$ cat config.mk
export PLATFORM = sky130hd
export DESIGN_NAME = uart_mem
export DESIGN_NICKNAME = d
export VERILOG_FILES = /design/src/rtl/uart_mem_pkg.sv /design/src/rtl/uart_mem_byte.sv /design/src/rtl/uart_mem.sv
export SDC_FILE = /design/constraint.sdc
export NUM_CORES = 1
export LEC_CHECK = 0
export ABC_AREA = 1
export CORE_ASPECT_RATIO = 0.8
export CORE_MARGIN = 2
export CORE_UTILIZATION = 50
export DETAILED_ROUTE_END_ITERATION = 8
export PLACE_DENSITY_LB_ADDON = 0.2
export RECOVER_POWER = 25
export SETUP_SLACK_MARGIN = 0.1
export SLEW_MARGIN = 0
export SYNTH_ARGS = -nofsm -noshare
export SYNTH_HDL_FRONTEND = slang
export SYNTH_SLANG_ARGS = --single-unit
$ cat constraint.sdc
create_clock -name i_clk -period 2.2 [get_ports i_clk]
set_clock_uncertainty 0.15 [all_clocks]
set_input_delay 0.44 -clock i_clk [delete_from_list [all_inputs] [get_ports i_clk]]
set_output_delay 0.44 -clock i_clk [all_outputs]
set_load 0.02 [all_outputs]
$ cat src/rtl/uart_mem_pkg.sv
`default_nettype none
// ---------------------------------------------------------------------------
// uart_mem_pkg : command/response codes and FSM state type for uart_mem
// Revision: 1.0
// ---------------------------------------------------------------------------
package uart_mem_pkg;

    localparam logic [7:0] CMD_WR  = 8'h57;
    localparam logic [7:0] CMD_RD  = 8'h52;
    localparam logic [7:0] RSP_ACK = 8'h4B;
    localparam logic [7:0] RSP_ERR = 8'h3F;

    typedef enum logic [2:0] {
        ST_IDLE   = 3'd0,
        ST_ADDR   = 3'd1,
        ST_WDATA  = 3'd2,
        ST_MEM_WR = 3'd3,
        ST_MEM_RD = 3'd4,
        ST_RESP   = 3'd5
    } state_t;

endpackage
`default_nettype wire

$ cat src/rtl/uart_mem_byte.sv
`default_nettype none
// ---------------------------------------------------------------------------
// uart_byte : 8N1 byte engine, SAMPLE clocks per bit, independent rx and tx
// Revision: 1.0
// ---------------------------------------------------------------------------
module uart_byte #(
    parameter int SAMPLE = 1250
) (
    input  logic       i_clk,
    input  logic       i_nrst,
    input  logic       i_rx,
    output logic       o_tx,
    output logic       o_rx_valid,
    output logic [7:0] o_rx_byte,
    output logic       o_rx_ferr,
    output logic       o_rx_busy,
    input  logic       i_tx_valid,
    input  logic [7:0] i_tx_byte,
    output logic       o_tx_ready
);

    localparam int              c_CW   = $clog2(SAMPLE + 1);
    localparam logic [c_CW-1:0] c_FULL = c_CW'(SAMPLE - 1);
    localparam logic [c_CW-1:0] c_HALF = c_CW'(SAMPLE / 2 - 1);

    logic            r_rx_meta, r_rx_sync, r_rx_prev;
    logic            r_rx_busy, r_rx_valid, r_rx_ferr;
    logic [c_CW-1:0] r_rx_cnt;
    logic [3:0]      r_rx_bit;
    logic [7:0]      r_rx_shift;

    logic            r_tx, r_tx_busy;
    logic [c_CW-1:0] r_tx_cnt;
    logic [3:0]      r_tx_bit;
    logic [8:0]      r_tx_shift;
    logic            w_tx_last;

    assign o_rx_valid = r_rx_valid;
    assign o_rx_ferr  = r_rx_ferr;
    assign o_rx_byte  = r_rx_shift;
    assign o_rx_busy  = r_rx_busy;
    assign o_tx       = r_tx;

    // Ready one cycle early on the stop bit's final clock so queued bytes go out back-to-back.
    assign w_tx_last  = r_tx_busy && (r_tx_bit == 4'd9) && (r_tx_cnt == c_FULL);
    assign o_tx_ready = !r_tx_busy || w_tx_last;

    always_ff @(posedge i_clk or negedge i_nrst) begin
        if (!i_nrst) begin
            r_rx_meta  <= 1'b1;
            r_rx_sync  <= 1'b1;
            r_rx_prev  <= 1'b1;
            r_rx_busy  <= 1'b0;
            r_rx_valid <= 1'b0;
            r_rx_ferr  <= 1'b0;
            r_rx_cnt   <= '0;
            r_rx_bit   <= '0;
            r_rx_shift <= '0;
        end else begin
            r_rx_meta  <= i_rx;
            r_rx_sync  <= r_rx_meta;
            r_rx_prev  <= r_rx_sync;
            r_rx_valid <= 1'b0;
            r_rx_ferr  <= 1'b0;
            if (!r_rx_busy) begin
                if (r_rx_prev && !r_rx_sync) begin
                    r_rx_busy <= 1'b1;
                    r_rx_cnt  <= '0;
                    r_rx_bit  <= '0;
                end
            end else if (r_rx_bit == 4'd0) begin
                // Mid-start re-check: a high line here was only a glitch.
                if (r_rx_cnt == c_HALF) begin
                    r_rx_cnt <= '0;
                    if (r_rx_sync) r_rx_busy <= 1'b0;
                    else           r_rx_bit  <= 4'd1;
                end else begin
                    r_rx_cnt <= r_rx_cnt + 1'b1;
                end
            end else if (r_rx_cnt == c_FULL) begin
                r_rx_cnt <= '0;
                if (r_rx_bit == 4'd9) begin
                    r_rx_busy  <= 1'b0;
                    r_rx_valid <= r_rx_sync;
                    r_rx_ferr  <= !r_rx_sync;
                end else begin
                    r_rx_shift <= {r_rx_sync, r_rx_shift[7:1]};
                    r_rx_bit   <= r_rx_bit + 1'b1;
                end
            end else begin
                r_rx_cnt <= r_rx_cnt + 1'b1;
            end
        end
    end

    always_ff @(posedge i_clk or negedge i_nrst) begin
        if (!i_nrst) begin
            r_tx       <= 1'b1;
            r_tx_busy  <= 1'b0;
            r_tx_cnt   <= '0;
            r_tx_bit   <= '0;
            r_tx_shift <= '1;
        end else if (i_tx_valid && o_tx_ready) begin
            r_tx       <= 1'b0;
            r_tx_busy  <= 1'b1;
            r_tx_cnt   <= '0;
            r_tx_bit   <= '0;
            r_tx_shift <= {1'b1, i_tx_byte};
        end else if (r_tx_busy) begin
            if (r_tx_cnt == c_FULL) begin
                r_tx_cnt <= '0;
                if (r_tx_bit == 4'd9) begin
                    r_tx_busy <= 1'b0;
                end else begin
                    r_tx       <= r_tx_shift[0];
                    r_tx_shift <= {1'b1, r_tx_shift[8:1]};
                    r_tx_bit   <= r_tx_bit + 1'b1;
                end
            end else begin
                r_tx_cnt <= r_tx_cnt + 1'b1;
            end
        end
    end

endmodule
`default_nettype wire

$ cat src/rtl/uart_mem.sv
`default_nettype none
// ---------------------------------------------------------------------------
// uart_mem : UART command responder driving a valid/accept memory port
// Revision: 1.0
// ---------------------------------------------------------------------------
module uart_mem
    import uart_mem_pkg::*;
#(
    parameter int DATA_WIDTH = 16,
    parameter int ADDR_WIDTH = 64,
    parameter int SAMPLE     = 1250,
    parameter int TIMEOUT    = 65535
) (
    input  logic                  i_clk,
    input  logic                  i_nrst,
    input  logic                  i_uart_rx,
    output logic                  o_uart_tx,
    output logic [ADDR_WIDTH-1:0] o_addr,
    output logic [DATA_WIDTH-1:0] o_data,
    input  logic [DATA_WIDTH-1:0] i_data,
    output logic                  o_write_valid,
    input  logic                  i_write_accept,
    output logic                  o_read_valid,
    input  logic                  i_read_accept
);

    localparam logic [7:0]      c_NA_LAST = 8'(ADDR_WIDTH / 8 - 1);
    localparam logic [7:0]      c_ND_LAST = 8'(DATA_WIDTH / 8 - 1);
    localparam logic [7:0]      c_ND      = 8'(DATA_WIDTH / 8);
    localparam int              c_TW      = $clog2(TIMEOUT + 1);
    localparam logic [c_TW-1:0] c_TLAST   = c_TW'(TIMEOUT - 1);

    state_t                r_state;
    logic                  r_is_rd;
    logic [7:0]            r_byte_cnt;
    logic [7:0]            r_tx_left;
    logic [c_TW-1:0]       r_tmo_cnt;
    logic [ADDR_WIDTH-1:0] r_addr;
    logic [DATA_WIDTH-1:0] r_data;
    logic [DATA_WIDTH-1:0] r_tx_buf;
    logic                  r_wv, r_rv;

    logic       w_rx_valid, w_rx_ferr, w_rx_busy, w_tx_ready, w_tx_valid, w_tmo_hit;
    logic [7:0] w_rx_byte, w_tx_byte;

    assign o_addr        = r_addr;
    assign o_data        = r_data;
    assign o_write_valid = r_wv;
    assign o_read_valid  = r_rv;
    assign w_tx_valid    = (r_state == ST_RESP) && (r_tx_left != 8'd0);
    assign w_tx_byte     = r_tx_buf[DATA_WIDTH-1 -: 8];
    assign w_tmo_hit     = (r_tmo_cnt == c_TLAST);

    uart_byte #(.SAMPLE(SAMPLE)) u_byte (
        .i_clk      (i_clk),
        .i_nrst     (i_nrst),
        .i_rx       (i_uart_rx),
        .o_tx       (o_uart_tx),
        .o_rx_valid (w_rx_valid),
        .o_rx_byte  (w_rx_byte),
        .o_rx_ferr  (w_rx_ferr),
        .o_rx_busy  (w_rx_busy),
        .i_tx_valid (w_tx_valid),
        .i_tx_byte  (w_tx_byte),
        .o_tx_ready (w_tx_ready)
    );

    // Counts only idle line time between frame bytes; a byte in flight holds it at zero.
    always_ff @(posedge i_clk or negedge i_nrst) begin
        if (!i_nrst)
            r_tmo_cnt <= '0;
        else if ((r_state == ST_ADDR || r_state == ST_WDATA) && !w_rx_busy && !w_rx_valid && !w_tmo_hit)
            r_tmo_cnt <= r_tmo_cnt + 1'b1;
        else
            r_tmo_cnt <= '0;
    end

    always_ff @(posedge i_clk or negedge i_nrst) begin
        if (!i_nrst) begin
            r_state    <= ST_IDLE;
            r_is_rd    <= 1'b0;
            r_byte_cnt <= '0;
            r_tx_left  <= '0;
            r_addr     <= '0;
            r_data     <= '0;
            r_tx_buf   <= '0;
            r_wv       <= 1'b0;
            r_rv       <= 1'b0;
        end else begin
            case (r_state)
                ST_IDLE: begin
                    r_byte_cnt <= '0;
                    if (w_rx_valid) begin
                        if (w_rx_byte == CMD_WR) begin
                            r_is_rd <= 1'b0;
                            r_state <= ST_ADDR;
                        end else if (w_rx_byte == CMD_RD) begin
                            r_is_rd <= 1'b1;
                            r_state <= ST_ADDR;
                        end else begin
                            r_tx_buf  <= DATA_WIDTH'(RSP_ERR) << (DATA_WIDTH - 8);
                            r_tx_left <= 8'd1;
                            r_state   <= ST_RESP;
                        end
                    end
                end
                ST_ADDR: begin
                    if (w_rx_ferr || w_tmo_hit) begin
                        r_state <= ST_IDLE;
                    end else if (w_rx_valid) begin
                        r_addr <= (r_addr << 8) | ADDR_WIDTH'(w_rx_byte);
                        if (r_byte_cnt == c_NA_LAST) begin
                            r_byte_cnt <= '0;
                            if (r_is_rd) begin
                                r_rv    <= 1'b1;
                                r_state <= ST_MEM_RD;
                            end else begin
                                r_state <= ST_WDATA;
                            end
                        end else begin
                            r_byte_cnt <= r_byte_cnt + 1'b1;
                        end
                    end
                end
                ST_WDATA: begin
                    if (w_rx_ferr || w_tmo_hit) begin
                        r_state <= ST_IDLE;
                    end else if (w_rx_valid) begin
                        r_data <= (r_data << 8) | DATA_WIDTH'(w_rx_byte);
                        if (r_byte_cnt == c_ND_LAST) begin
                            r_byte_cnt <= '0;
                            r_wv       <= 1'b1;
                            r_state    <= ST_MEM_WR;
                        end else begin
                            r_byte_cnt <= r_byte_cnt + 1'b1;
                        end
                    end
                end
                ST_MEM_WR: begin
                    if (i_write_accept) begin
                        r_wv      <= 1'b0;
                        r_tx_buf  <= DATA_WIDTH'(RSP_ACK) << (DATA_WIDTH - 8);
                        r_tx_left <= 8'd1;
                        r_state   <= ST_RESP;
                    end
                end
                ST_MEM_RD: begin
                    if (i_read_accept) begin
                        r_rv      <= 1'b0;
                        r_tx_buf  <= i_data;
                        r_tx_left <= c_ND;
                        r_state   <= ST_RESP;
                    end
                end
                ST_RESP: begin
                    if (w_tx_valid && w_tx_ready) begin
                        r_tx_buf  <= r_tx_buf << 8;
                        r_tx_left <= r_tx_left - 1'b1;
                    end else if (r_tx_left == 8'd0 && w_tx_ready) begin
                        r_state <= ST_IDLE;
                    end
                end
                default: r_state <= ST_IDLE;
            endcase
        end
    end

endmodule
`default_nettype wire
==> results.py <==
metrics = {
    "run_status": {
        "outcome": "finished, final reports clean",
    },
    "critical_path": {
        "reg2regPathDepth": 11,
        "max_stage_delay_ns": 0.63,
        "regToRegStartpoint": "u_byte.r_tx_cnt[1]",
        "worstPathArrival_ns": 1.48,
        "r2r_end": "r_tx_buf[15]",
        "critPathKind": "reg2out",
        "rrSetupSlack_ns": 0.19,
        "worstSetupEndpointType": "primary output",
        "critical-path-top-delay-family": "buffers and inverters",
        "start_kind": "register",
        "crit_path_cell_trace": "clkdlybuf4s50_1",
        "cp_data_required_time_ns": 1.61,
        "critPathMaxFanout": 3,
        "cp_num_buf_inv": 1,
        "crit_slowest_cell": "clkdlybuf4s50_1",
    },
    "layout": {
        "syn_to_final_growth_pct": 22.7,
        "stdcell_area_um2": 11400,
        "layout.nets": 1295,
        "drive_gt1_frac": 0.105,
        "utilization": 0.627,
        "layout.cells.non_filler": 1525,
        "diodes": 0,
    },
    "pwr": {
        "p_leak_nw": 5.77,
        "switching_share": 0.269,
        "power_switching_mw": 1.98,
        "ir_worst_vdd_mv": 0.622,
        "pwr-share-seq": 0.490,
        "power.internal_mw": 5.38,
        "p_comb_frac": 0.095,
        "powerDensity_nw_per_um2": 644,
        "power_frac_clock": 0.415,
        "finalPower_mw": 7.36,
    },
    "synth": {
        "synthCells": 1145,
        "synth_commonest_cells": "385 x nand2_1, 176 x dfrtp_1, 138 x nand3_1",
        "synth_top_cell_by_area": "dfrtp_1",
        "seq_area_frac_synth": 0.507,
        "synth_edf_count": 0,
        "synth_most_common_cell": "nand2_1",
        "synth_area_leaders": "dfrtp_1 47%, nand2_1 16%, nand3_1 7.4%",
        "syn-cell-area_um2": 9310,
        "synth_nets": 1181,
        "async_flop_share": 1.00,
        "ys_types": 47,
        "synth.top_cell.area_share": 0.473,
        "yosys_warnings": 0,
        "syn_avg_cell_area_um2": 8.13,
        "synth-main-ff-cell": "dfrtp_1",
        "synth-seq-cells": 188,
    },
    "clock_tree": {
        "cts_tree": "done",
        "clock-root-buffer": "clkbuf_16",
        "insertion_delay_ns": 0.44,
        "htree_levels": 4,
        "clkSinkCount": 188,
        "clock_path_buffers": 2,
        "path_clk_slew_ns": 0.07,
        "cts-buffers-inserted": 17,
    },
    "placement": {
        "routabilityCongestion": 0.868,
        "io_buffer_count": 103,
        "place_hpwl_mm": 14.6,
        "dp_cells": 1485,
        "preCtsSetupSlack_ns": -0.00362,
        "placed_cell_area_um2": 10700,
    },
    "timing": {
        "setup_viol": 0,
        "fin_crit_ns": 2.07,
        "tightest_slew_ns": 0.964,
        "slew_headroom": 0.357,
        "rsz0062_at_grt": "false",
        "finalHoldWorstSlack_ns": 0.213,
        "hold_viol": 0,
        "final.setup.tns_ns": 0,
        "fin_ws_ns": 0.125,
        "final-max-slew-violation-count": 0,
        "period_share": 0.943,
        "fmax_ghz": 0.482,
    },
    "floorplanning": {
        "ios": 104,
        "die_height_um": 126,
        "die_area_um2": 19700,
        "core_um2": 18200,
        "rows": 44,
        "fp.dieW_um": 157,
        "start_util": 0.511,
    },
    "global_routing": {
        "grt_pass1_wl_mm": 35.7,
        "grt_use_total": 0.223,
        "overflow": 0,
        "grt_max_degree": 60,
        "grt_pass1_vias": 7236,
        "antenna_found_initial": 0,
    },
    "min_path": {
        "min-delay-start": "u_byte.r_rx_meta",
        "hold_depth": 0,
        "hold_end": "u_byte.r_rx_sync",
        "hold_class": "reg2reg",
    },
    "route": {
        "avgRoutedWirePerCell_um": 14.2,
        "final_antenna_net_count": 0,
        "vias": 7900,
        "drt-initial-drc-count": 668,
        "wirelength_mm": 21.7,
        "vias_per_cell": 5.18,
        "first_pass_iters": 6,
        "drc": 0,
    },
    "run": {
        "maxCapViolations": 0,
    },
}
==> registers in the layout, summed over array words and instances, names as in the netlist, 3 cells and up <==
signal             cells
u_byte.r_rx_bit        4
r_state                3
o_data                16
u_byte.r_tx_bit        4
r_tx_buf              16
u_byte.r_rx_cnt       11
u_byte.r_tx_cnt       11
o_addr                64
r_byte_cnt             8
u_byte.o_rx_byte       8
u_byte.r_tx_shift      8
r_tmo_cnt             16
r_tx_left              8
==> power groups by stage <==
stage | Combinational, mW | Sequential (mW) | Clock [mW]
after floorplan | 0.419 | 3.67 | 0
after global placement | 0.692 | 3.67 | 0
after detailed placement | 0.701 | 3.67 | 0
after CTS | 0.710 | 3.61 | 3.12
after global routing | 0.810 | 3.62 | 3.25
final | 0.700 | 3.61 | 3.05
==> timing repair <==
action                                  in CTS  in global routing
gates resized for setup                      3                 29
endpoints found under the setup margin      12                143
endpoints found under the hold margin       31                  0
gates cloned                                 1                  4
hold buffers                                 1                  0
pin swaps                                    0                  3
buffers inserted                             0                  2
==> cell type report <==
cell class / instances / area, µm²
clock buffers: 18 / 429
clock inverters: 14 / 146
fillers: 1580 / 6800
inverters: 111 / 427
multi-input cells: 808 / 4010
flip-flops and latches: 188 / 4720
well taps: 253 / 317
repair buffers: 133 / 1380
==> metal layers <==
metal / part of all wire / global-route usage
met5: 0 / 0
met4: 0.011 / 0.0550
met3: 0.049 / 0.0420
met2: 0.44 / 0.330
met1: 0.50 / 0.341
==> cells by family after synthesis <==
family                   Yosys count  synth area share
AND/OR/NAND/NOR                  671             0.319
AO/OA/AOI/OAI                     94            0.0568
adder cells (fa/ha/maj)           15            0.0202
flip-flops                       188             0.507
buffers and inverters            152            0.0735
XOR/XNOR                          25            0.0235
==> worst max path at each step <==
stage / start / end / slack [ns] / depth (start not counted)
final: o_data[4] / o_data[4] / 0.13 / 1
after global placement: r_tx_left[0] / u_byte.r_tx_shift[3] / 0.13 / 11
after detailed placement: r_tx_left[0] / u_byte.r_tx_shift[1] / -0.004 / 11
after floorplan: r_tx_left[0] / r_tx_buf[10] / 0.34 / 11
after CTS: r_tx_left[0] / r_tx_left[0] / 0.10 / 10
after global routing: o_addr[32] / o_addr[32] / 0.08 / 1
==> placed cells by master (no fill, tap or decap), drive strengths merged, types with 2 or more instances in the layout <==
cell and n:
dfstp 12, nand2 403, xnor2 5, a31oi 2, nor4 4, o21ai 55, clkinvlp 2, inv 119
dlymetal6s2s 12, nor3 13, dlygate4sd3 2, nor2 69, nand4 32, nor2b 2, dlygate4sd2 2, xor2 20
clkinv 3, buf 26, clkdlybuf4s50 87, dfrtp 176, ha 15, o22ai 8, nand3 145, nand3b 3
clkbuf 22, a21oi 23
(Power assumes the default switching activity.)
